### src/rtl/traffic_phase_controller.sv
// Demand-responsive multi-approach traffic phase sequencer: GREEN -> YELLOW -> ALLRED (-> WALK when PED_EN is defined).
// All timing is counted in tick_en pulses; every output is registered and updates on the same edge as the phase change.
module traffic_phase_controller #(
  parameter int NUM_DIRS     = 2,
  parameter int DIR_W        = 3,
  parameter int CNT_W        = 8,
  parameter int GREEN_TICKS  = 4,
  parameter int YELLOW_TICKS = 2,
  parameter int ALLRED_TICKS = 1,
  parameter int PED_TICKS    = 3
) (
`ifdef PED_EN
  input  logic                  ped_req,
  output logic                  walk,
`endif
  input  logic                  clk,
  input  logic                  clr,
  input  logic                  tick_en,
  input  logic [NUM_DIRS-1:0]   sensor,
  output logic [3*NUM_DIRS-1:0] lights,
  output logic [1:0]            phase,
  output logic [DIR_W-1:0]      active_dir
);

  typedef enum logic [1:0] {
    PH_GREEN  = 2'd0,
    PH_YELLOW = 2'd1,
    PH_ALLRED = 2'd2,
    PH_WALK   = 2'd3
  } state_t;

  localparam int NPAD = 1 << DIR_W;
  localparam logic [DIR_W-1:0] LAST_DIR = DIR_W'(NUM_DIRS - 1);

  state_t            state;
  logic [CNT_W-1:0]  timer;
  logic [NPAD-1:0]   sens_pad;
  logic [NPAD-1:0]   other_req;
  logic              demand;
  logic [DIR_W-1:0]  next_dir;
  logic              ped_pending;

  function automatic logic [3*NUM_DIRS-1:0] encode(input state_t ph, input logic [DIR_W-1:0] dir);
    logic [3*NUM_DIRS-1:0] v;
    v = '0;
    for (int d = 0; d < NUM_DIRS; d++) begin
      if (dir == DIR_W'(d) && ph == PH_GREEN)       v[3*d]   = 1'b1;
      else if (dir == DIR_W'(d) && ph == PH_YELLOW) v[3*d+1] = 1'b1;
      else                                          v[3*d+2] = 1'b1;
    end
    return v;
  endfunction

  // Wrap is an explicit compare so non-power-of-two NUM_DIRS never visits an unused index.
  function automatic logic [DIR_W-1:0] wrap_inc(input logic [DIR_W-1:0] d);
    return (d == LAST_DIR) ? '0 : d + 1'b1;
  endfunction

  // Scan cyclically starting after the current direction; the current one is visited last.
  function automatic logic [DIR_W-1:0] pick_next(input logic [DIR_W-1:0] cur, input logic [NPAD-1:0] req);
    logic [DIR_W-1:0] idx;
    logic [DIR_W-1:0] res;
    logic             found;
    idx   = cur;
    res   = wrap_inc(cur);
    found = 1'b0;
    for (int i = 0; i < NUM_DIRS; i++) begin
      idx = wrap_inc(idx);
      if (!found && req[idx]) begin
        res   = idx;
        found = 1'b1;
      end
    end
    return res;
  endfunction

  always_comb begin
    sens_pad  = NPAD'(sensor);
    other_req = sens_pad & ~(NPAD'(1) << active_dir);
    next_dir  = pick_next(active_dir, sens_pad);
    demand    = (|other_req) | ped_pending;
  end

  assign phase = state;

`ifndef PED_EN
  assign ped_pending = 1'b0;
`endif

  always_ff @(posedge clk) begin
    if (clr) begin
      state      <= PH_ALLRED;
      active_dir <= LAST_DIR;
      timer      <= '0;
      lights     <= encode(PH_ALLRED, LAST_DIR);
`ifdef PED_EN
      walk        <= 1'b0;
      ped_pending <= 1'b0;
`endif
    end else begin
`ifdef PED_EN
      if (ped_req) ped_pending <= 1'b1;
`endif
      if (tick_en) begin
        case (state)
          PH_GREEN: begin
            // Timer saturates at the minimum green; expiry is re-evaluated on every tick until demand shows up.
            if (timer == CNT_W'(GREEN_TICKS - 1)) begin
              if (demand) begin
                state  <= PH_YELLOW;
                timer  <= '0;
                lights <= encode(PH_YELLOW, active_dir);
              end
            end else begin
              timer <= timer + 1'b1;
            end
          end
          PH_YELLOW: begin
            if (timer == CNT_W'(YELLOW_TICKS - 1)) begin
              timer  <= '0;
              lights <= encode(PH_ALLRED, active_dir);
`ifdef PED_EN
              if (ped_pending) begin
                state       <= PH_WALK;
                walk        <= 1'b1;
                ped_pending <= ped_req;
              end else begin
                state <= PH_ALLRED;
              end
`else
              state <= PH_ALLRED;
`endif
            end else begin
              timer <= timer + 1'b1;
            end
          end
          PH_ALLRED: begin
            if (timer == CNT_W'(ALLRED_TICKS - 1)) begin
              state      <= PH_GREEN;
              timer      <= '0;
              active_dir <= next_dir;
              lights     <= encode(PH_GREEN, next_dir);
            end else begin
              timer <= timer + 1'b1;
            end
          end
          default: begin
            if (timer == CNT_W'(PED_TICKS - 1)) begin
              state  <= PH_ALLRED;
              timer  <= '0;
              lights <= encode(PH_ALLRED, active_dir);
`ifdef PED_EN
              walk <= 1'b0;
`endif
            end else begin
              timer <= timer + 1'b1;
            end
          end
        endcase
      end
    end
  end

endmodule

### config.mk
export PLATFORM = sky130hd
export DESIGN_NAME = traffic_phase_controller
export DESIGN_NICKNAME = d
export VERILOG_FILES = /design/src/rtl/traffic_phase_controller.sv
export SDC_FILE = /design/constraint.sdc
export NUM_CORES = 1
export LEC_CHECK = 0
export ABC_AREA = 0
export CORE_MARGIN = 5
export CORE_UTILIZATION = 52
export CTS_CLUSTER_DIAMETER = 30
export CTS_CLUSTER_SIZE = 30
export DETAILED_ROUTE_END_ITERATION = 12
export DONT_BUFFER_PORTS = 1
export PLACE_DENSITY = 0.73
export SYNTH_ARGS = -nofsm -noshare
export SYNTH_HDL_FRONTEND = slang
export SYNTH_SLANG_ARGS = --single-unit
### constraint.sdc
create_clock -name clk -period 2.9 [get_ports clk]
set_input_delay 0.725 -clock clk [delete_from_list [all_inputs] [get_ports clk]]
set_output_delay 0.725 -clock clk [all_outputs]
set_load 0.05 [all_outputs]
==> results by group <==
Outcome
  – Status: complete, no violations

Timing
  – Setup TNS: 0 ps
  – Min Clock Period, post-route: 2299 ps
  – Slew Viols, Final: 0
  – Hold Vio Cnt, Final: 0
  – RSZ-0062 raised after global routing: false
  – Final WS setup: 600.8 ps
  – Crit share post-route: 79.28%
  – Clk_skew: 5.795 ps
  – Slew of the pin with the lowest slew margin: 576.0 ps
  – Setup violations, final: 0
  – Relative slew slack: 61.46%
  – Fmax: 434.9 MHz

Yosys
  – Post-synthesis mux area share: 9.101%
  – Top-count cell post-synth: dfxtp_1
  – Post-synthesis register bit count: 19
  – Post-Syn Area: 0.001169 mm2
  – Top_reg_cell synth: dfxtp_1
  – Top post-synthesis cells by area: dfxtp_1 33%, mux2_2 4.8%, ha_1 4.3%
  – Cell count after synthesis: 132
  – Post-Synth Adder-Cell Area: 4.283%
  – Async SR Flop Fraction: 0%
  – Synth Warn #: 0
  – Distinct cells, synth: 43
  – Syn nets: 141
  – Number of enable flip-flop cells after synthesis: 0
  – Biggest area consumer among synthesized cells: dfxtp_1
  – Simple-gate share of the synthesized area: 25.27%
  – Largest family of logic cells by synthesized area: simple AND/OR/NAND/NOR gates
  – Synth Area in Compound Gates: 18.20%
  – Seq/Total Area, Yosys: 32.55%
  – Leading cell types by count after synthesis: 19 x dfxtp_1, 11 x nor2_1, 8 x inv_1, 8 x nand2_1, 7 x a21oi_1
  – Yosys top cell area share: 32.55%
  – Synth Area in XOR/XNOR: 3.747%
  – Mean post-synth cell area: 8.853 um2

Routing
  – WL/cell: 15.59 um
  – Via count: 1004
  – ANT nets after route: 0
  – Router iterations before antenna repair: 4
  – Routed WL: 2525 um
  – DRC violation count after routing: 0
  – DRT iter0 DRCs: 48
  – Vias per cell: 6.198

Floorplanning
  – # rows: 17
  – Core Box Area: 0.002170 mm2
  – Initial core utilization: 53.86%
  – Die height: 57.41 um
  – Ports: 16
  – Die area: 0.003295 mm2
  – Chip width: 57.41 um

Clock network
  – CTS root buf: clkbuf_4
  – TritonCTS Buffers: 3
  – Reg clk slew, reported paths: 110 ps
  – Clk_lat worst skew: 300 ps
  – Cts hold-fix bufs: 0
  – Setup repair bufs after CTS: 0
  – Max Root-Sink Buffers: 2
  – CTS sink cnt: 19
  – Post-CTS sizing: 0
  – CTS tree: done
  – CTS H-tree depth: 1

Cells and area
  – Share of cells above drive strength 1: 17.91%
  – FF/Latch Area: 380.4 um2
  – Number of fill cells: 208
  – Multi-input logic area: 708.2 um2
  – Nets: 144
  – Synth-to-Final Area Change: 5.460%
  – Final instance area: 0.001232 mm2
  – # diodes: 0

Setup path
  – Crit start category: flop
  – WP data arrival: 2490 ps
  – Crit path max fanout: 9
  – CP endpoint kind: flop
  – Worst Setup Path Type: flop to flop
  – Worst Path Required: 3090 ps
  – Flop-to-flop setup slack: 600 ps

Placement
  – Dpl ws: 643.3 ps
  – Dpl hpwl: 1841 um
  – Number of port buffers: 0
  – Routability congestion estimate: 0.8686
  – Area post-placement: 0.001206 mm2

Run
  – Max-cap violations: 0

Global routing
  – Total grt overflow: 0
  – First-pass GRT wire length: 4326 um
  – Largest net degree at the start of global routing: 13
  – Number of global-route vias before repair: 941
  – Antenna violations before repair: 0
  – Overall Global Routing Usage: 16.45%

Worst hold path
  – HP Class: input port to flop

Power
  – Maximum vdd drop: 0.7374 mV
  – Leak pwr: 0.4661 nW
  – Pwr/cell area: 886.5 mW/mm2
cells by family after synthesis:
group / count (synthesis)
AO/OA/AOI/OAI: 27
buffers and inverters: 17
multiplexers: 10
flip-flops: 19
adder cells (fa/ha/maj): 4
XOR/XNOR: 5
AND/OR/NAND/NOR: 50
registers in the layout (all words and copies together), names as in the netlist:
| name | cells |
|---|---|
| active_dir | 3 |
| lights | 6 |
| phase | 2 |
| timer | 8 |
power breakdown:
part	internal, W	switching [W]	total, W
Combinational	0.000201	0.000286	0.000488
Clock	0.0000535	0.0000791	0.000133
Sequential	0.000315	0.000158	0.000472
Total	0.000570	0.000523	0.00109
per-stage QoR:
| step | utilization [%] | total power [W] | hold WS (ps) | cells |
|---|---|---|---|---|
| 2_1_floorplan | - | 0.0008690 | 494.6 | 132 |
| 3_3_place_gp | 55.59 | 0.0009505 | 524.1 | 158 |
| 3_5_place_dp | 55.59 | 0.0009637 | 522.5 | 158 |
| 4_1_cts | 56.81 | 0.001098 | 471.2 | 162 |
| 5_1_grt | 56.81 | 0.001178 | 468.9 | 162 |
| 6_report | 56.81 | 0.001092 | 482.1 | 162 |
placed cells by master (no fill, tap or decap), types with 2 or more instances in the layout:
cell / instances
a21oi_1: 7
clkbuf_4: 3
xor2_1: 5
nor2_1: 11
or4_1: 3
a311oi_1: 2
nand3_1: 4
o21ai_0: 2
mux2i_1: 5
nor3_1: 2
inv_1: 8
nor4_1: 4
or3_1: 4
nand4_1: 5
buf_4: 7
dfxtp_1: 19
o311ai_0: 2
a31o_2: 2
mux2_2: 5
nand2_1: 8
a221o_1: 2
ha_1: 4
path summary, 6_finish.rpt:
kind | from | cells past startpoint | end
min | clr | 1 | active_dir[1]$_SDFFE_PP0P_
max | timer[0]$_SDFFE_PP0P_ | 5 | lights[2]$_SDFFE_PP1P_
max reg2reg | timer[0]$_SDFFE_PP0P_ | 5 | lights[2]$_SDFFE_PP1P_
min reg2reg | timer[6]$_SDFFE_PP0P_ | 2 | timer[6]$_SDFFE_PP0P_
area by class of cell:
cell class / instances / area share (%)
multi-input cells: 96 / 57.46
clock buffers: 4 / 2.132
flip-flops and latches: 19 / 30.86
repair buffers: 7 / 4.264
inverters: 8 / 2.437
well taps: 28 / 2.843
worst max-delay path: stages, from the launching register on:
cell,delay [ps]
dfxtp_1,490
ha_1,370
mux2i_1,110
mux2_2,340
or3_1,500
a221o_1,380
per-layer routing:
| layer | vias to the layer above | routed length, um | track usage [%] |
|---|---|---|---|
| li1 | 498 | - | - |
| met1 | 472 | 1147 | 22.57 |
| met2 | 30 | 1195 | 24.35 |
| met3 | 4 | 158 | 3.167 |
| met4 | 0 | 23 | 8.278 |
| met5 | - | 0 | 0 |
Note: power is estimated with default switching activity, not from simulation.
